<file path="src/rtl/bfs_pkg.sv">
// Shared BFS definitions: graph sizing, index types and the CSR builder state encoding.
package bfs_pkg;

    localparam int SCALE       = 4;
    localparam int EDGE_FACTOR = 4;
    localparam int N_NODES     = 1 << SCALE;
    localparam int N_EDGES     = N_NODES * EDGE_FACTOR;
    localparam int SLOT_W      = $clog2(N_EDGES);
    localparam int EDGE_IDX_W  = SLOT_W + 1;

    typedef logic [SCALE-1:0]      node_idx_t;
    typedef logic [SLOT_W-1:0]     slot_t;
    typedef logic [EDGE_IDX_W-1:0] edge_idx_t;

    typedef enum logic [2:0] {
        S_IDLE,
        S_CLR,
        S_ACCEPT,
        S_PREFIX,
        S_SCATTER,
        S_EMIT_NODES,
        S_EMIT_EDGES,
        S_DONE
    } csr_state_t;

    localparam edge_idx_t LAST_NODE = edge_idx_t'(N_NODES - 1);

    // Requested edge count clamped to what the edge buffer can hold.
    function automatic edge_idx_t clamp_edges(input logic [63:0] n);
        return (n > 64'(N_EDGES)) ? edge_idx_t'(N_EDGES) : edge_idx_t'(n);
    endfunction

endpackage

</file>
<file path="src/rtl/bfs_csr_prefix.sv">
// Exclusive prefix-sum sequencer over the degree array: one node per enabled cycle.
module bfs_csr_prefix
    import bfs_pkg::*;
(
    input  logic      clk,
    input  logic      rst_n,
    input  logic      clr,
    input  logic      en,
    input  edge_idx_t deg_i,
    output edge_idx_t beg_o,
    output edge_idx_t end_o
);

    edge_idx_t acc_q;
    edge_idx_t acc_d;

    always_comb begin
        beg_o = acc_q;
        end_o = acc_q + deg_i;
        acc_d = acc_q;
        if (clr) begin
            acc_d = '0;
        end else if (en) begin
            acc_d = end_o;
        end
    end

    always_ff @(posedge clk or negedge rst_n) begin
        if (!rst_n) begin
            acc_q <= '0;
        end else begin
            acc_q <= acc_d;
        end
    end

endmodule

</file>
<file path="src/rtl/bfs_csr_builder.sv">
// Counting-sort CSR builder feeding the BFS engine write ports.
// Optional build macro BFS_CSR_DROP_SELF_LOOP_EN discards src==dst edges and counts them.
module bfs_csr_builder
    import bfs_pkg::*;
(
    input  logic        clk,
    input  logic        rst_n,
    input  logic        start,
    input  logic [63:0] n_edges,
    input  logic        in_valid,
    output logic        in_ready,
    input  logic [63:0] in_src,
    input  logic [63:0] in_dst,
    output logic        node_we_begin,
    output logic        node_we_end,
    output logic [63:0] node_waddr,
    output logic [63:0] node_edge_begin_wdata,
    output logic [63:0] node_edge_end_wdata,
    output logic        edge_we,
    output logic [63:0] edge_waddr,
    output logic [63:0] edge_dst_wdata,
    output logic        busy,
    output logic        done,
    output logic        overflow
`ifdef BFS_CSR_DROP_SELF_LOOP_EN
    ,
    output logic [6:0]  self_loops_dropped
`endif
);

    node_idx_t ebuf_src [N_EDGES];
    node_idx_t ebuf_dst [N_EDGES];
    node_idx_t csr_dst  [N_EDGES];
    edge_idx_t deg      [N_NODES];
    edge_idx_t cursor   [N_NODES];
    edge_idx_t beg      [N_NODES];
    edge_idx_t endp     [N_NODES];

    csr_state_t state_q, state_d;
    edge_idx_t  i_q, i_d;
    edge_idx_t  cnt_target_q, cnt_target_d;
    edge_idx_t  rx_cnt_q, rx_cnt_d;
    edge_idx_t  acc_cnt_q, acc_cnt_d;
    logic       busy_q, busy_d;
    logic       done_q, done_d;
    logic       overflow_q, overflow_d;
    logic       node_we_q, node_we_d;
    node_idx_t  node_waddr_q, node_waddr_d;
    edge_idx_t  node_beg_q, node_beg_d;
    edge_idx_t  node_end_q, node_end_d;
    logic       edge_we_q, edge_we_d;
    edge_idx_t  edge_waddr_q, edge_waddr_d;
    node_idx_t  edge_dst_q, edge_dst_d;

    node_idx_t src_m, dst_m, i_node, sc_src;
    slot_t     i_slot, acc_slot;
    edge_idx_t deg_src, sc_slot, pre_beg, pre_end;
    logic      is_loop, pre_clr, pre_en;
    logic      deg_we, ebuf_we, cur_we, bnd_we, csr_we;
    node_idx_t deg_waddr, cur_waddr;
    edge_idx_t deg_wdata, cur_wdata;
    logic      unused_hi;

    assign src_m     = in_src[SCALE-1:0];
    assign dst_m     = in_dst[SCALE-1:0];
    assign unused_hi = ^{in_src[63:SCALE], in_dst[63:SCALE]};
    assign i_node    = i_q[SCALE-1:0];
    assign i_slot    = i_q[SLOT_W-1:0];
    assign acc_slot  = acc_cnt_q[SLOT_W-1:0];
    assign deg_src   = deg[src_m];
    assign sc_src    = ebuf_src[i_slot];
    assign sc_slot   = cursor[sc_src];

`ifdef BFS_CSR_DROP_SELF_LOOP_EN
    logic [6:0] drop_cnt_q, drop_cnt_d;
    assign is_loop            = (src_m == dst_m);
    assign self_loops_dropped = drop_cnt_q;
`else
    assign is_loop = 1'b0;
`endif

    bfs_csr_prefix u_prefix (
        .clk   (clk),
        .rst_n (rst_n),
        .clr   (pre_clr),
        .en    (pre_en),
        .deg_i (deg[i_node]),
        .beg_o (pre_beg),
        .end_o (pre_end)
    );

    always_comb begin
        state_d      = state_q;
        i_d          = i_q;
        cnt_target_d = cnt_target_q;
        rx_cnt_d     = rx_cnt_q;
        acc_cnt_d    = acc_cnt_q;
        busy_d       = busy_q;
        done_d       = 1'b0;
        overflow_d   = overflow_q;
        node_we_d    = 1'b0;
        node_waddr_d = node_waddr_q;
        node_beg_d   = node_beg_q;
        node_end_d   = node_end_q;
        edge_we_d    = 1'b0;
        edge_waddr_d = edge_waddr_q;
        edge_dst_d   = edge_dst_q;
`ifdef BFS_CSR_DROP_SELF_LOOP_EN
        drop_cnt_d   = drop_cnt_q;
`endif
        in_ready  = 1'b0;
        pre_clr   = 1'b0;
        pre_en    = 1'b0;
        deg_we    = 1'b0;
        deg_waddr = i_node;
        deg_wdata = '0;
        ebuf_we   = 1'b0;
        cur_we    = 1'b0;
        cur_waddr = i_node;
        cur_wdata = pre_beg;
        bnd_we    = 1'b0;
        csr_we    = 1'b0;

        unique case (state_q)
            S_IDLE: begin
                if (start) begin
                    cnt_target_d = clamp_edges(n_edges);
                    overflow_d   = (n_edges > 64'(N_EDGES));
                    busy_d       = 1'b1;
                    i_d          = '0;
`ifdef BFS_CSR_DROP_SELF_LOOP_EN
                    drop_cnt_d   = '0;
`endif
                    state_d      = S_CLR;
                end
            end
            S_CLR: begin
                deg_we  = 1'b1;
                pre_clr = 1'b1;
                i_d     = i_q + 1'b1;
                if (i_q == LAST_NODE) begin
                    i_d       = '0;
                    acc_cnt_d = '0;
                    rx_cnt_d  = '0;
                    state_d   = (cnt_target_q == '0) ? S_PREFIX : S_ACCEPT;
                end
            end
            S_ACCEPT: begin
                in_ready = (rx_cnt_q < cnt_target_q);
                if (in_valid && in_ready) begin
                    rx_cnt_d = rx_cnt_q + 1'b1;
                    // Dropped self-loops still consume a slot of the requested stream length.
                    if (is_loop) begin
`ifdef BFS_CSR_DROP_SELF_LOOP_EN
                        drop_cnt_d = drop_cnt_q + 1'b1;
`endif
                    end else begin
                        ebuf_we   = 1'b1;
                        deg_we    = 1'b1;
                        deg_waddr = src_m;
                        deg_wdata = deg_src + 1'b1;
                        acc_cnt_d = acc_cnt_q + 1'b1;
                    end
                    if (rx_cnt_d == cnt_target_q) begin
                        state_d = S_PREFIX;
                    end
                end
            end
            S_PREFIX: begin
                pre_en = 1'b1;
                bnd_we = 1'b1;
                cur_we = 1'b1;
                i_d    = i_q + 1'b1;
                if (i_q == LAST_NODE) begin
                    i_d     = '0;
                    state_d = (acc_cnt_q == '0) ? S_EMIT_NODES : S_SCATTER;
                end
            end
            S_SCATTER: begin
                // Walking the buffer in arrival order keeps same-src edges stable.
                csr_we    = 1'b1;
                cur_we    = 1'b1;
                cur_waddr = sc_src;
                cur_wdata = sc_slot + 1'b1;
                i_d       = i_q + 1'b1;
                if (edge_idx_t'(i_q + 1'b1) == acc_cnt_q) begin
                    i_d     = '0;
                    state_d = S_EMIT_NODES;
                end
            end
            S_EMIT_NODES: begin
                node_we_d    = 1'b1;
                node_waddr_d = i_node;
                node_beg_d   = beg[i_node];
                node_end_d   = endp[i_node];
                i_d          = i_q + 1'b1;
                if (i_q == LAST_NODE) begin
                    i_d     = '0;
                    state_d = (acc_cnt_q == '0) ? S_DONE : S_EMIT_EDGES;
                end
            end
            S_EMIT_EDGES: begin
                edge_we_d    = 1'b1;
                edge_waddr_d = i_q;
                edge_dst_d   = csr_dst[i_slot];
                i_d          = i_q + 1'b1;
                if (edge_idx_t'(i_q + 1'b1) == acc_cnt_q) begin
                    i_d     = '0;
                    state_d = S_DONE;
                end
            end
            S_DONE: begin
                done_d  = 1'b1;
                busy_d  = 1'b0;
                state_d = S_IDLE;
            end
            default: state_d = S_IDLE;
        endcase
    end

    // Storage arrays carry no reset; S_CLR and S_PREFIX rewrite everything a build reads.
    always_ff @(posedge clk) begin
        if (deg_we) begin
            deg[deg_waddr] <= deg_wdata;
        end
        if (ebuf_we) begin
            ebuf_src[acc_slot] <= src_m;
            ebuf_dst[acc_slot] <= dst_m;
        end
        if (cur_we) begin
            cursor[cur_waddr] <= cur_wdata;
        end
        if (bnd_we) begin
            beg[i_node]  <= pre_beg;
            endp[i_node] <= pre_end;
        end
        if (csr_we) begin
            csr_dst[sc_slot[SLOT_W-1:0]] <= ebuf_dst[i_slot];
        end
    end

    always_ff @(posedge clk or negedge rst_n) begin
        if (!rst_n) begin
            state_q      <= S_IDLE;
            i_q          <= '0;
            cnt_target_q <= '0;
            rx_cnt_q     <= '0;
            acc_cnt_q    <= '0;
            busy_q       <= 1'b0;
            done_q       <= 1'b0;
            overflow_q   <= 1'b0;
            node_we_q    <= 1'b0;
            node_waddr_q <= '0;
            node_beg_q   <= '0;
            node_end_q   <= '0;
            edge_we_q    <= 1'b0;
            edge_waddr_q <= '0;
            edge_dst_q   <= '0;
`ifdef BFS_CSR_DROP_SELF_LOOP_EN
            drop_cnt_q   <= '0;
`endif
        end else begin
            state_q      <= state_d;
            i_q          <= i_d;
            cnt_target_q <= cnt_target_d;
            rx_cnt_q     <= rx_cnt_d;
            acc_cnt_q    <= acc_cnt_d;
            busy_q       <= busy_d;
            done_q       <= done_d;
            overflow_q   <= overflow_d;
            node_we_q    <= node_we_d;
            node_waddr_q <= node_waddr_d;
            node_beg_q   <= node_beg_d;
            node_end_q   <= node_end_d;
            edge_we_q    <= edge_we_d;
            edge_waddr_q <= edge_waddr_d;
            edge_dst_q   <= edge_dst_d;
`ifdef BFS_CSR_DROP_SELF_LOOP_EN
            drop_cnt_q   <= drop_cnt_d;
`endif
        end
    end

    assign node_we_begin         = node_we_q;
    assign node_we_end           = node_we_q;
    assign node_waddr            = 64'(node_waddr_q);
    assign node_edge_begin_wdata = 64'(node_beg_q);
    assign node_edge_end_wdata   = 64'(node_end_q);
    assign edge_we               = edge_we_q;
    assign edge_waddr            = 64'(edge_waddr_q);
    assign edge_dst_wdata        = 64'(edge_dst_q);
    assign busy                  = busy_q;
    assign done                  = done_q;
    assign overflow              = overflow_q;

endmodule

</file>
<file path="config.mk">
export PLATFORM = sky130hd
export DESIGN_NAME = bfs_csr_builder
export DESIGN_NICKNAME = d
export VERILOG_FILES = /design/src/rtl/bfs_pkg.sv /design/src/rtl/bfs_csr_prefix.sv /design/src/rtl/bfs_csr_builder.sv
export SDC_FILE = /design/constraint.sdc
export NUM_CORES = 1
export LEC_CHECK = 0
export ABC_AREA = 1
export CAP_MARGIN = 20
export CORE_MARGIN = 2
export CORE_UTILIZATION = 34
export DETAILED_ROUTE_END_ITERATION = 8
export PLACE_DENSITY = 0.54
export SYNTH_ARGS = -nofsm -noshare
export SYNTH_HDL_FRONTEND = slang
export SYNTH_SLANG_ARGS = --single-unit
</file>
<file path="constraint.sdc">
create_clock -name clk -period 4.7 [get_ports clk]
set_input_delay 0.705 -clock clk [delete_from_list [all_inputs] [get_ports clk]]
set_output_delay 0.705 -clock clk [all_outputs]
set_load 0.005 [all_outputs]
</file>
==> impl_metrics.py, run 1 <==
metrics = {
    "placement": {
        "port_buffers": 111,
        "gp_congestion": 0.8120,
        "dp.final_hpwl_um": 91940,
    },
    "min_path": {
        "min_path_cells": 1,
        "hp-start": "in_dst[1]",
        "min_path_type": "primary input to flip-flop",
        "min_to": "ebuf_dst[35][1]$_DFFE_PP_",
    },
    "flow_run": {
        "max_cap_viol_count": 0,
    },
    "timing": {
        "min_period_over_period_pct": 95.31,
        "hold_viol_final": 0,
        "finClkSkew_ps": 25.08,
        "fmax_mhz": 223.2,
        "maxSlewViolCount": 0,
        "fin_crit_ps": 4479,
        "tightestPinTransition_ps": 1106,
        "rsz0062_at_grt": "false",
        "final-setup-viol-count": 0,
        "slew_headroom_pct": 26.24,
        "fin_tns_setup_ps": 0,
    },
    "outcome": {
        "outcome": "finished clean",
    },
    "worst_setup_path": {
        "ff2ff_setup_slack_ps": 220,
        "reg2reg_to": "csr_dst[6][3]$_DFFE_PP_",
        "endpoint_kind": "flip-flop",
        "worstPathArrival_ps": 4900,
        "cp_max_fo": 68,
        "crit_required_ps": 5120,
        "start_kind": "flip-flop",
        "reg2reg_from": "i_q[1]$_DFFE_PN0P_",
        "path_class": "flip-flop to flip-flop",
        "worstRegToRegCells": 19,
    },
    "synth": {
        "ys_ff_latch": 1272,
        "yosys_warnings": 0,
        "synth-edff-count": 1200,
        "syn_inst": 4781,
        "synthArstFlopShare_pct": 5.660,
        "synth_area_um2": 55390,
        "synth.distinct_cells": 52,
        "seq_area_frac_synth_pct": 68.31,
        "synth_flop_cell": "edfxtp_1",
        "synth_area_per_cell_um2": 11.58,
    },
    "layout": {
        "area_growth_pct": 13.57,
        "drive_gt1_share_pct": 8.880,
        "mostFrequentLayoutCell": "edfxtp_1",
        "mostFrequentLayoutCells": "1200 x edfxtp_1, 752 x nor2_1, 628 x o21ai_0",
        "finalNetCount": 5161,
        "finish.utilization_pct": 38.78,
    },
    "clock_tree": {
        "clk_pin_slew_ps": 60,
        "clk_latency_ps": 780,
        "cts_buffers": 139,
        "cts-root-buf": "clkbuf_16",
        "cts.htree.levels": 4,
        "clk_path_buf_depth": 3,
        "cts_tree": "yes",
        "cts_sinks": 1272,
    },
    "global_route": {
        "grt_pass1_vias": 34670,
        "grt_antenna_before_repair": 5,
        "grt_overflow": 0,
        "grt_pass1_wl_um": 222300,
        "grt_usage_pct": 17.65,
        "grt_start_max_net_pins": 183,
    },
    "pwr": {
        "p_leak_nw": 21.76,
        "swShare_pct": 38.17,
        "power.total_mw": 39.44,
        "seq_power_share_pct": 37.5,
        "clockPowerShare_pct": 26.8,
        "internal_power_mw": 24.38,
        "ir_drop_mv": 0.4568,
        "p_switching_mw": 15.05,
        "power.density_nw_per_um2": 627.0,
        "power_frac_comb_pct": 35.7,
    },
    "die": {
        "coreArea_um2": 162200,
        "start_util_pct": 34.14,
        "die_w_um": 407.6,
        "io_pins": 523,
        "dieArea_um2": 166100,
        "die_h_um": 407.6,
        "placementRows": 148,
    },
    "detailed_routing": {
        "drc": 0,
        "wirelength_um": 150100,
        "vias": 36550,
        "dr.pass1.iters": 6,
        "ant_nets": 0,
        "wl_per_cell_um": 20.77,
        "dr.first_iter.drc_count": 3254,
        "vias_per_cell": 5.060,
    },
}
==> worst max-delay path by stage <==
| stage | from | slack [ps] | to | cells after the start |
|---|---|---|---|---|
| finish | i_q[1]$_DFFE_PN0P_ | 220 | csr_dst[6][3]$_DFFE_PP_ | 19 |
| detailed placement | i_q[0]$_DFFE_PN0P_ | 310 | csr_dst[6][3]$_DFFE_PP_ | 19 |
| global route | i_q[1]$_DFFE_PN0P_ | 60 | csr_dst[35][2]$_DFFE_PP_ | 14 |
| floorplan | i_q[0]$_DFFE_PN0P_ | 130 | csr_dst[0][1]$_DFFE_PP_ | 13 |
| CTS | i_q[0]$_DFFE_PN0P_ | 260 | csr_dst[6][3]$_DFFE_PP_ | 19 |
| global placement | i_q[0]$_DFFE_PN0P_ | 340 | csr_dst[35][1]$_DFFE_PP_ | 19 |
==> registers in the layout, summed over array words and instances, names as in the netlist, 7 cells and up <==
register and count:
rx_cnt_q 7, cnt_target_q 7, acc_cnt_q 7, node_end_q 7
i_q 7, node_beg_q 7, edge_waddr_q 7, u_prefix.beg_o 7
deg 112, beg 112, csr_dst 256, ebuf_src 256
endp 112, ebuf_dst 256, cursor 96
==> power by group through the flow <==
| stage | combinational (mW) | clock [mW] | sequential (mW) |
|---|---|---|---|
| final | 14.1 | 10.6 | 14.8 |
| after global routing | 15.4 | 11.2 | 14.8 |
| after CTS | 14.0 | 10.8 | 14.8 |
| after detailed placement | 14.0 | 0 | 15.0 |
| after global placement | 13.9 | 0 | 15.0 |
| after floorplan | 8.79 | 0 | 14.9 |
==> worst max-delay path, stage by stage (launching register included) <==
cell and delay [ps]:
dfrtp_4 640, inv_8 230, buf_4 300, o21ai_1 100, o22ai_1 120, nand2_1 80, nand2_1 50, nor2_1 160
buf_4 160, nor2_1 40, nor2_1 260, inv_1 90, nor2_2 190, buf_12 160, nand3_1 120, nand3_1 220
nand2_4 170, nor2_8 150, nand3_2 310, nor2_1 460
==> final cells by class <==
type                            count  area [um^2]
Inverter                          176        685.7
Tap cell                         2175         2721
Clock inverter                     76        724.4
Sequential cell                  1272        37840
Antenna cell                        4        10.01
Clock buffer                      173         3647
Timing Repair Buffer              287         2629
Multi-Input combinational cell   3061        14640
Fill cell                       15460        99320
==> cell families (layout without fill, tap and decap cells) <==
kind of cell,after synthesis,count (layout),synth area share (%)
compound gates,1106,1106,11.13
simple gates,1612,1612,12.08
other cells,1,295,0.006771
fa+ha+maj,28,28,0.6461
xor+xnor,23,23,0.3637
buf+inv,738,712,7.437
mux,1,1,0.02033
flops,1272,1272,68.31
==> synthesized netlist by cell type, drive strengths merged (6+ instances only) <==
master,number,area share (%)
edfxtp,1200,65
nor2,779,5.4
o21ai,659,6.0
nand2,519,3.6
buf,400,5.1
nand3,219,2.0
o22ai,217,2.5
inv,169,1.2
clkbuf,162,1.1
a21oi,121,1.1
dfrtp,72,3.3
nand4,39,0.47
nor3,35,0.33
ha,27,0.61
o211ai,23,0.31
a221oi,22,0.35
a22o,22,0.35
xor2,18,0.28
nor4,17,0.19
a41oi,14,0.22
o31ai,11,0.15
clkinv,7,0.047
o221ai,6,0.095
==> timing repair <==
item | CTS | global route
resized for setup | 0 | 4
endpoints found under the hold margin | 38 | 0
buffers inserted | 0 | 4
hold buffers | 1 | 0
endpoints found under the setup margin | 0 | 71
==> routing by layer <==
metal | global-route usage (%) | wire (um) | vias up
met4 | 6.213 | 4464 | 2
met2 | 28.58 | 71190 | 1364
met5 | 0 | 20 | -
met1 | 23.92 | 64460 | 18030
li1 | - | - | 16930
met3 | 2.993 | 9927 | 227
==> through the flow <==
stage                     setup WS [ps]  std cells  hold slack, ps  area [um^2]
after floorplan                   128.5       5071           409.4        56470
after global placement            343.3       6964           439.8        58430
after detailed placement          309.6       6964           458.0        58430
after CTS                         256.5       7214           345.1        62820
after global routing              57.60       7222           364.9        62890
final                             220.6       7224           390.1        62900
(Power assumes the default switching activity.)
==> run 2: changes to the inputs <==
--- a/config.mk
+++ b/config.mk
@@ -10,6 +10,7 @@
 export CORE_MARGIN = 2
 export CORE_UTILIZATION = 34
 export DETAILED_ROUTE_END_ITERATION = 8
+export GPL_TIMING_DRIVEN = 1
 export PLACE_DENSITY = 0.54
 export SYNTH_ARGS = -nofsm -noshare
 export SYNTH_HDL_FRONTEND = slang
==> results of run 2 <==
The final DEF is identical to that of run 1; final timing and power are the same.
